$ cat src/rtl/mem_stream_reader.sv
// mem_stream_reader: reads a burst of consecutive words from a synchronous-read
// memory port and presents them as a ready/valid stream through a 2-entry
// output buffer. The buffer absorbs the one-cycle memory read latency so the
// stream runs at full rate when the sink never stalls.
module mem_stream_reader #(
  parameter int WIDTH = 8,
  parameter int DEPTH = 64,
  localparam int AW = $clog2(DEPTH)
) (
  input  logic             clock,
  input  logic             rst_n,
  input  logic             start,
  input  logic [AW-1:0]    base_addr,
  input  logic [AW:0]      length,
  output logic [AW-1:0]    mem_address,
  input  logic [WIDTH-1:0] mem_q,
  output logic [WIDTH-1:0] out_data,
  output logic             out_valid,
  input  logic             out_ready,
  output logic             busy,
  output logic             done
);

  localparam logic [1:0] IDLE  = 2'd0;
  localparam logic [1:0] READ  = 2'd1;
  localparam logic [1:0] DRAIN = 2'd2;

  localparam logic [AW-1:0] LAST_ADDR = AW'(DEPTH - 1);

  // Address increment that wraps at DEPTH even when DEPTH is not a power of 2.
  function automatic logic [AW-1:0] next_addr(input logic [AW-1:0] a);
    return (a == LAST_ADDR) ? '0 : a + 1'b1;
  endfunction

  logic [1:0]       state;
  logic [AW:0]      remaining;
  // vld_p1: a read was issued at the previous edge, so mem_q holds its word now
  logic             vld_p1;
  logic [1:0]       occ;
  logic             rd_ptr;
  logic             wr_ptr;
  logic [WIDTH-1:0] fifo_p2 [0:1];

  logic       xfer;
  logic       issue;
  logic [1:0] pend;
  logic [1:0] occ_next;

  // Issue/handshake decisions. The occupancy+in-flight bound guarantees an
  // in-flight word always finds a free buffer slot.
  always_comb begin
    xfer     = out_valid & out_ready;
    pend     = occ + {1'b0, vld_p1};
    issue    = (state == READ) && (remaining != '0) && ((pend <= 2'd1) || xfer);
    occ_next = occ + {1'b0, vld_p1} - {1'b0, xfer};
  end

  // ---- stage p0: burst control, address generation and read issue ----
  always_ff @(posedge clock) begin
    if (!rst_n) begin
      state       <= IDLE;
      mem_address <= '0;
      remaining   <= '0;
      busy        <= 1'b0;
      done        <= 1'b0;
      vld_p1      <= 1'b0;
      occ         <= 2'd0;
      rd_ptr      <= 1'b0;
      wr_ptr      <= 1'b0;
    end else begin
      done <= 1'b0;
      case (state)
        IDLE: begin
          if (start) begin
            if (length != '0) begin
              mem_address <= base_addr;
              remaining   <= length;
              busy        <= 1'b1;
              state       <= READ;
            end else begin
              done <= 1'b1;
            end
          end
        end
        READ: begin
          if (issue) begin
            mem_address <= next_addr(mem_address);
            remaining   <= remaining - (AW+1)'(1);
            if (remaining == (AW+1)'(1)) state <= DRAIN;
          end
        end
        DRAIN: begin
          // Final transfer: last buffered word leaves and nothing is in flight.
          if (xfer && (occ == 2'd1) && !vld_p1) begin
            state <= IDLE;
            busy  <= 1'b0;
            done  <= 1'b1;
          end
        end
        default: state <= IDLE;
      endcase
      vld_p1 <= issue;
      occ    <= occ_next;
      if (vld_p1) wr_ptr <= ~wr_ptr;
      if (xfer)   rd_ptr <= ~rd_ptr;
    end
  end

  // ---- stage p2: capture returning read data into the output buffer ----
  always_ff @(posedge clock) begin
    if (vld_p1) fifo_p2[wr_ptr] <= mem_q;
  end

  // Stream outputs; data is forced to zero whenever no word is held.
  always_comb begin
    out_valid = (occ != 2'd0);
    out_data  = out_valid ? fifo_p2[rd_ptr] : '0;
  end

endmodule
$ cat config.mk
export PLATFORM = sky130hd
export DESIGN_NAME = mem_stream_reader
export DESIGN_NICKNAME = d
export VERILOG_FILES = /design/src/rtl/mem_stream_reader.sv
export SDC_FILE = /design/constraint.sdc
export NUM_CORES = 1
export LEC_CHECK = 0
export BUFFER_PORTS_ARGS = -buffer_cell sky130_fd_sc_hd__buf_2
export CELL_PAD_IN_SITES_DETAIL_PLACEMENT = 1
export CELL_PAD_IN_SITES_GLOBAL_PLACEMENT = 2
export CORE_MARGIN = 2
export CORE_UTILIZATION = 35
export DETAILED_ROUTE_END_ITERATION = 7
export GPL_TIMING_DRIVEN = 0
export PLACE_DENSITY_LB_ADDON = 0.1
export SYNTH_ARGS = -nofsm -noshare
export SYNTH_HDL_FRONTEND = slang
export SYNTH_SLANG_ARGS = --single-unit
export TNS_END_PERCENT = 5
$ cat constraint.sdc
create_clock -name clock -period 4.4 [get_ports clock]
set_input_delay 0.66 -clock clock [delete_from_list [all_inputs] [get_ports clock]]
set_output_delay 0.66 -clock clock [all_outputs]
set_load 0.01 [all_outputs]
Word-level counts from Yosys, hierarchy flattened
Memory sizes are Yosys's and may differ from the RTL's. A register that Yosys moved wholly into a read port is not among the register bits. Index checks and enable logic that the tools add are counted.

Register bits after elaboration: 22. RAM bits: 16. Input port bits: 25. Output and inout port bits: 17. Memories: 1.

Memories: fifo_p2 (depth 2, bits a word 8, rd ports 1, clocked after Yosys merged registers in 1, wr ports 1, line 42) `logic [WIDTH-1:0] fifo_p2 [0:1];`.

$add $sub $neg: 4. Magnitude comparators: 1. Equality and inequality tests: 10. Muxes and demuxes: 28. Bitwise logic cells: 3. Reduce and logical (&&, ||, !) cells: 15.

Operators by type and width (number): $mux 6 (4); $mux 7 (3); $pmux 7 s2 (1); $reduce_bool 7->1 (2); $pmux 6 s2 (1); $mux 1 (10); $mux 2 (5); $mux 8 (1); $ne 2x2->1 const B (4); $reduce_and 4->1 (2); $eq 7x1->1 const B (1); $sub 7x1->7 const B (1); $add 6x1->6 const B (1); $eq 6x6->1 const B (1); $pmux 2 s3 (1); $reduce_bool 2->1 (3); $reduce_and 5->1 (1); $eq 2x1->1 const B (2); $logic_and 1x1->1 (4); $pmux 1 s2 (2); $add 2x1->2 (1); $eq 2x2->1 const B (1); $le 2x1->1 const B (1); $logic_not 2->1 (1); 6 further kinds (7).

Logic depth before layout (Yosys ltp)
Gate-level depths: netlist (run 1).

Depth after elaboration: 6. Mapped depth: 8. Gate-level depth less buffers: 7.

Least setup slack after synthesis (run 1)
Ideal clock, no wire load.

Kind: in2reg. From: input length[3]. To: register mem_address[3]. Setup time: 0.126 ns. Arrival time: 1.856 ns. Setup slack: 2.418 ns. Cell stages on the path: 5. Path through: or4_1 -> o21ba_1 -> o211ai_2 -> buf_6 -> o221ai_2.

Longest elaborated chain between the ends: 3.

Ends and longest elaborated chain: from (decl) (line 14) `input logic [AW:0] length,`; $reduce_bool 7->1 (line 75) `if (length != '0) begin`; $ne 2x2->1 (no source line); $reduce_and 4->1 (no source line); to (signal assigned) (line 76) `mem_address <= base_addr;`; to (signal assigned) (line 87) `mem_address <= next_addr(mem_address);`; to (decl) (line 15) `output logic [AW-1:0] mem_address,`.

No other way between the ends. A chain may end at the register's enable or synchronous reset.

Worst setup path in the final report (run 1)
From: register occ[1]. To: output out_data[3].

Longest elaborated chain between the ends: 2.

Ends and longest elaborated chain: from (decl) (line 39) `logic [1:0] occ;`; from (signal assigned) (line 103) `occ <= occ_next;`; $reduce_bool 2->1 (line 116) `out_valid = (occ != 2'd0);`; $mux 8 (line 117) `out_data = out_valid ? fifo_p2[rd_ptr] : '0;`; to (decl) (line 17) `output logic [WIDTH-1:0] out_data,`.

No other way between the ends.

==> results of run 1 <==
==> metrics by stage <==
| step | util | worst slack [ns] |
|---|---|---|
| global placement | 0.416 | 2.07 |
| detailed placement | 0.416 | 2.05 |
| global route | 0.435 | 1.96 |
| CTS | 0.435 | 2.10 |
| floorplan | - | 2.42 |
| finish | 0.435 | 2.15 |
==> registers in the layout, summed over array words and instances, names as in the netlist, named ones only <==
register	count
fifo_p2	16
remaining	7
busy	1
wr_ptr	1
rd_ptr	1
vld_p1	1
mem_address	6
occ	2
done	1
state	2
==> final cells by class <==
type,count,share of cell area
plain buffers,11,0.0266
clock buffers,5,0.0287
well taps,72,0.0376
clock inverters,3,0.0162
inverters,8,0.0125
multi-input cells,151,0.402
flip-flops and latches,39,0.392
repair buffers,40,0.0835
==> cells in the final DEF, fill, tap and decap left out, types with 2 or more instances in the layout <==
| cell type | instances |
|---|---|
| xnor2_1 | 2 |
| mux2i_1 | 8 |
| nand2_1 | 28 |
| clkbuf_1 | 6 |
| nor3_1 | 2 |
| o21a_1 | 3 |
| nand2b_1 | 2 |
| or4_1 | 4 |
| o21ai_0 | 8 |
| inv_1 | 8 |
| nand3_1 | 10 |
| edfxtp_1 | 16 |
| a21oi_1 | 11 |
| nand3b_1 | 2 |
| o22ai_2 | 3 |
| clkbuf_8 | 5 |
| a22oi_1 | 2 |
| o21ai_2 | 4 |
| and2_1 | 5 |
| o211ai_1 | 8 |
| nor2_1 | 18 |
| nor2b_1 | 6 |
| buf_2 | 43 |
| o31ai_1 | 4 |
| dfxtp_1 | 23 |
| ha_1 | 6 |
==> report_power, final <==
part           switching, uW  internal [uW]  total, uW
combinational            226            155        381
sequential              36.5            421        458
clock                    125            166        291
==> per-layer routing <==
layer | vias to the layer above | routed length, um | global-route usage
met5 | - | 0 | 0
met4 | 0 | 46 | 0.0414
met3 | 4 | 187 | 0.0486
met2 | 27 | 2480 | 0.297
met1 | 833 | 2500 | 0.250
li1 | 849 | - | -
==> critical path: cells and delay by family, from the launching register on <==
family,cells,cell delay (ns)
buffers and inverters,2,0.32
and+or+nand+nor,2,0.67
DFF,1,0.30
==> worst paths after layout <==
path	start	slack [ns]	to
hold / removal	busy	0.52	busy
setup / recovery	occ[1]	2.15	out_data[3]
hold reg to reg	busy	0.52	busy
setup reg to reg	remaining[5]	2.30	remaining[5]
==> cells by family after synthesis <==
kind of cell | count (synthesis) | share of synthesized area
simple gates | 80 | 0.190
compound gates | 53 | 0.196
flops | 39 | 0.471
buf+inv | 19 | 0.0469
mux | 9 | 0.0457
fa+ha+maj | 6 | 0.0375
xor+xnor | 3 | 0.0131
==> results by stage, run 1 <==
Run status:
- The run finished with clean final reports.

Setup path:
- The critical path required time is 3.74 ns.
- The most numerous cell type found on the critical path is nor2_1.
- The largest driver fanout on the critical path is 10.
- For this design, the slowest cell found on the critical path is nor2_1.
- The critical path startpoint category is a register.
- The endpoint type of the worst setup path is a primary output.
- The endpoint arrival time on the critical path is 1.59 ns.
- The path type of the worst setup path is reg -> out.
- Measured in cells, the most critical reg-to-reg path has a length of 5.
- The longest individual stage delay on the worst path is 0.56 ns.
- The signal on the critical path passes through clkbuf_1, nor2_1, nor2_1, buf_2.

CTS:
- The level count of the clock H-tree is 2.
- The TritonCTS clock tree is done.
- The clock root buffer is clkbuf_8.
- The clock slew at the register clock pins of the worst setup and hold paths is 0.08 ns.
- The buffer depth of the longest clock path is 2.
- The post-CTS setup buffer count is 0.
- The number of CTS-inserted buffers is 5.
- The number of resized instances in the post-cts repair step is 0.
- The count of clock tree sinks is 39.
- The number of buffers inserted by hold repair at cts is 0.
- The clock insertion delay at the later pin of the skew report is 0.29 ns.

GRT:
- The via count of the first global-routing pass is 1817.
- The combined global-route utilization of all metal layers is 0.185.
- The total global routing overflow is 0.
- The largest net degree at the start of global routing is 13.
- The initial antenna violation count is 0.
- The first-pass GRT wire length is 8910 um.

Power and ir drop:
- The total power draw is 1130 uW.
- For this design the ratio of total power to cell area is 472 nW/um^2.
- The analysis attributes to cell leakage a power of 0.000959 uW.
- The worst vdd rail ir drop is 0.000163 V.

Die:
- Measured along the y axis, the die boundary spans 79.6 um.
- During I/O placement, the number of pins put on the boundary was 42.
- The core region area is 5510 sq um.
- The row count is 27.
- For this configuration, the core starts out at a cell density of 0.363.
- The die covers 6330 sq um.
- The die is 79.6 um wide.

Min path:
- In this run the worst hold path is classified as reg -> reg.
- The cell depth of the worst hold path is 2.

Synthesis:
- The proportion of netlist area held by the largest area contributor is 0.240.
- The sequential-to-total area share from yosys stat is 0.471.
- The total nets after synthesis is 240.
- The cell type contributing the most total cell area after synthesis is edfxtp_1.
- The leading cell type by number of instances after synthesis is nand2_1.
- By area the synthesized netlist is led by edfxtp_1, dfxtp_1, nand2_1, mux2i_1, ha_1.
- The combined area of all synthesized cells is 2000 sq um.
- The most instantiated flip-flop cell in the synthesis netlist is dfxtp_1.
- After synthesis the netlist holds a flip-flop and latch count of 39.
- Yosys printed 0 warnings.
- The share of async-settable or async-resettable flops after synthesis is 0.
- The gate count after technology mapping is 209.
- The number of unique standard cell types used by synthesis is 42.
- The commonest cells after synthesis are nand2_1, dfxtp_1, nor2_1.
- A synthesized cell averages 9.57 sq um.
- The number of synthesized flops with an enable pin is 16.

Timing:
- The total of endpoints with negative setup slack in the final report is 0.
- In the finished design, the share of the clock period the worst path needs comes to 0.510.
- The relative max-transition margin is 0.454.
- The final sum of negative setup slack is 0 ns.
- The total count of hold-check failures in the final report is 0.
- On the final layout, the worst clock skew is 0.0101 ns.
- The tightest hold path in the finished design has a slack of 0.522 ns.
- Setup repair after global routing left no endpoint under its margin.
- The max-slew violation total from the final report came to 0.
- Based on the critical path, the design can be clocked at up to 0.445 GHz.
- The clock period minus final worst setup slack is 2.25 ns.
- At the pin with the least slew margin, the transition time is 0.817 ns.

Routing:
- In this run the remaining antenna-violating nets after routing total 0.
- The overall routed net length is 5210 um.
- The detailed-route wire length per cell is 15.8 um.
- For this run, design rule violations remaining after detail routing come to 0.
- The number of DRC violations after detailed-routing iteration 0 is 63.
- The via count is 1713.
- In the routed layout, each cell is associated on average with a via count of 5.21.
- For this run, the detailed router's first-pass iteration total came to 4.

Finish:
- The multi-input combinational cell area is 965 sq um.
- Summing all flip-flop and latch instances after layout gives 941 sq um.
- The final net count is 287.
- The layout has 664 filler cells.
- The filler-free cell count of the finished design is 329.
- In the final layout, the share of cells above drive strength 1 is 0.241.
- The number of antenna cells inserted is 0.
- The synthesis-to-layout area growth is 19.9%.
- The final standard cell area without fillers is 2400 sq um.

Placed design:
- The total placed cells including tap cells is 321.
- The post-place instance area is 2290 sq um.
- At the end of routability-driven placement, the weighted congestion stood at 0.749.
- The detailed-placement wirelength estimate is 3860 um.
- The number of buffer cells added on primary ports is 40.

Job:
- Across the run, the number of max-cap violations was 0.
Power figures use the tool's default switching activity.
==> inputs of run 2 (changes only) <==
--- a/config.mk
+++ b/config.mk
@@ -9,7 +9,7 @@
 export CELL_PAD_IN_SITES_DETAIL_PLACEMENT = 1
 export CELL_PAD_IN_SITES_GLOBAL_PLACEMENT = 2
 export CORE_MARGIN = 2
-export CORE_UTILIZATION = 35
+export CORE_UTILIZATION = 33
 export DETAILED_ROUTE_END_ITERATION = 7
 export GPL_TIMING_DRIVEN = 0
 export PLACE_DENSITY_LB_ADDON = 0.1
==> constraint.sdc (replaced) <==
create_clock -name clock -period 2.21 [get_ports clock]
set_input_delay 0.3315 -clock clock [delete_from_list [all_inputs] [get_ports clock]]
set_output_delay 0.3315 -clock clock [all_outputs]
set_load 0.01 [all_outputs]
==> results by stage, run 2 (synthesis results as in run 1) <==
Setup path:
- The critical path startpoint category is a register.
- The endpoint type of the worst setup path is a register.
- The signal on the critical path passes through or4_1, or4_1, o211ai_2, buf_6, o21ai_0.
- In this run the worst path has a maximum fanout of 10.
- The worst setup path is of the reg -> reg kind.
- The endpoint arrival time on the critical path is 2.24 ns.
- The critical path required time is 2.39 ns.
- The cell that appears most often on the critical path is or4_1.
- The cell type of the slowest stage on the worst timing path is or4_1.
- The longest individual stage delay on the worst path is 0.57 ns.

Timing:
- The total count of hold-check failures in the final report came to 0.
- The worst clock skew is 0.00766 ns.
- The relative max-transition margin is 0.525.
- The clock period minus final worst setup slack is 2.05 ns.
- Derived from the worst setup path, the maximum achievable clock frequency is 0.487 GHz.
- The final sum of negative setup slack is 0 ns.
- For the pin with the worst max-slew slack, the measured transition is 0.711 ns.
- The total of endpoints with negative setup slack in the final report is 0.
- Setup repair after global routing left no endpoint under its margin.
- The max-slew violation total from the final report is 0.
- In the finished design, the share of the clock period the worst path needs comes to 0.929.

CTS:
- The clock slew at the register clock pins of the worst setup and hold paths is 0.08 ns.
- For the worst-skew pair, the clock arrives at the later sink with an insertion delay of 0.30 ns.
- Gates resized during post-CTS repair numbered 0.
- In this run the clock root is driven by a clkbuf_8.
- The post-CTS setup buffer count is 0.
- The buffer depth of the longest clock path is 2.
- The level count of the clock H-tree is 2.
- Clock tree synthesis inserted a total of 5 buffers.
- The number of hold buffers added after CTS was 0.
- The count of clock tree sinks is 39.
- The TritonCTS clock tree is done.

Finish:
- The number of flip-flops in the largest register is 16.
- The ratio of cells with drive above 1 in the final layout is 0.241.
- The layout has 714 filler cells.
- The number of antenna cells inserted is 0.
- The top cell types in the final layout, fill and taps aside, are buf_2, nand2_1, dfxtp_1.
- Ranked by flip-flop count, first place goes to fifo_p2.
- The largest registers in the layout are fifo_p2: 16 flops, remaining: 7 flops, mem_address: 6 flops.
- The commonest non-fill, non-tap cell in the layout is buf_2.
- The filler-free cell count of the finished design is 332.
- From synthesis to final layout, the design area changed by 21.3%.
- The final standard cell area without fillers is 2430 sq um.
- The final net count is 287.

GRT:
- The largest net degree at the start of global routing is 13.
- The initial antenna violation count is 0.
- Across every metal layer, demand over resource in global routing totals 0.162.
- The first global-routing pass estimated 8200 um of wire.
- The total global routing overflow is 0.
- The via count of the first global-routing pass is 1722.

Routing:
- The detailed-route wire length per cell is 15.2 um.
- The via count is 1676.
- The DRC violation count after routing is 0.
- The average via count per standard cell is 5.05.
- The overall routed net length is 5030 um.
- The antenna violation net count after detailed routing is 0.
- The number of DRC violations after detailed-routing iteration 0 is 36.
- The first TritonRoute pass finished after 4 iterations.

Placed design:
- Once placement completed, the tool counted placed cells totaling 324.
- The post-place instance area is 2290 sq um.
- The number of buffer cells added on primary ports is 40.
- The global placer's final weighted congestion is 0.734.
- The detailed-placement wirelength estimate is 3810 um.

Power and ir drop:
- The worst vdd rail ir drop is 0.000321 V.
- Power spread over the standard cell area amounts to 975 nW/um^2.
- The leakage power of the design is 0.000969 uW.

Die:
- The core region area is 5890 sq um.
- The row count is 28.
- The floorplan step set the die height to 81.8 um.
- For this design the top-level I/O count stands at 42.
- The area of the die is 6700 sq um.
- The starting utilization of the core area is 0.340.
- The die is 81.8 um wide.

Job:
- The number of max-capacitance violations reported is 0.

Run status:
- The flow ran to the end, and the final reports show no timing, DRC or antenna violations.

Min path:
- The class of the most critical hold timing path is in -> reg.
-- run 2: worst max-delay path: cells and delay by family (launching register included) --
kind	cells	cell delay, ns
AND/OR/NAND/NOR	2	1.01
flip-flops	1	0.35
AO/OA/AOI/OAI	2	0.33
buffers and inverters	1	0.24
-- run 2: stage by stage --
| stage | utilization | hold WS [ns] | total power (uW) | setup slack [ns] |
|---|---|---|---|---|
| after global routing | 0.412 | 0.223 | 2520 | 0.00128 |
| after CTS | 0.412 | 0.222 | 2400 | 0.126 |
| after detailed placement | 0.390 | 0.508 | 1690 | 0.138 |
| after floorplan | - | 0.430 | 1430 | 0.378 |
| final | 0.412 | 0.226 | 2370 | 0.157 |
| after global placement | 0.390 | 0.500 | 1680 | 0.153 |
-- run 2: report_power, final --
part | total, uW | internal (uW) | switching, uW
Sequential | 908 | 839 | 68.9
Combinational | 747 | 309 | 438
Clock | 711 | 451 | 260
-- run 2: final cells by class --
type	count	area, sq um	area share
buffer	11	63.8	0.0263
clock buffer	6	72.6	0.0299
clock inverter	2	60.1	0.0248
inverter	8	30.0	0.0124
multi-input combinational	151	965	0.398
sequential	39	941	0.388
tap	75	93.8	0.0387
timing repair buffer	40	200	0.0825
-- run 2: worst paths after layout --
check | from | endpoint | slack (ns) | depth (start not counted)
max | remaining[5] | remaining[3] | 0.16 | 5
min | mem_q[0] | fifo_p2[1][0] | 0.23 | 1
max reg2reg | remaining[5] | remaining[3] | 0.16 | 5
min reg2reg | remaining[1] | remaining[1] | 0.52 | 2
-- run 2: per-layer routing --
layer	share of wire	up-vias	track usage	wire length, um
met3	0.034	7	0.0286	171
met4	0.016	0	0.0650	80
met1	0.45	791	0.197	2280
met2	0.50	30	0.282	2500
met5	0	-	0	0
li1	-	848	-	-
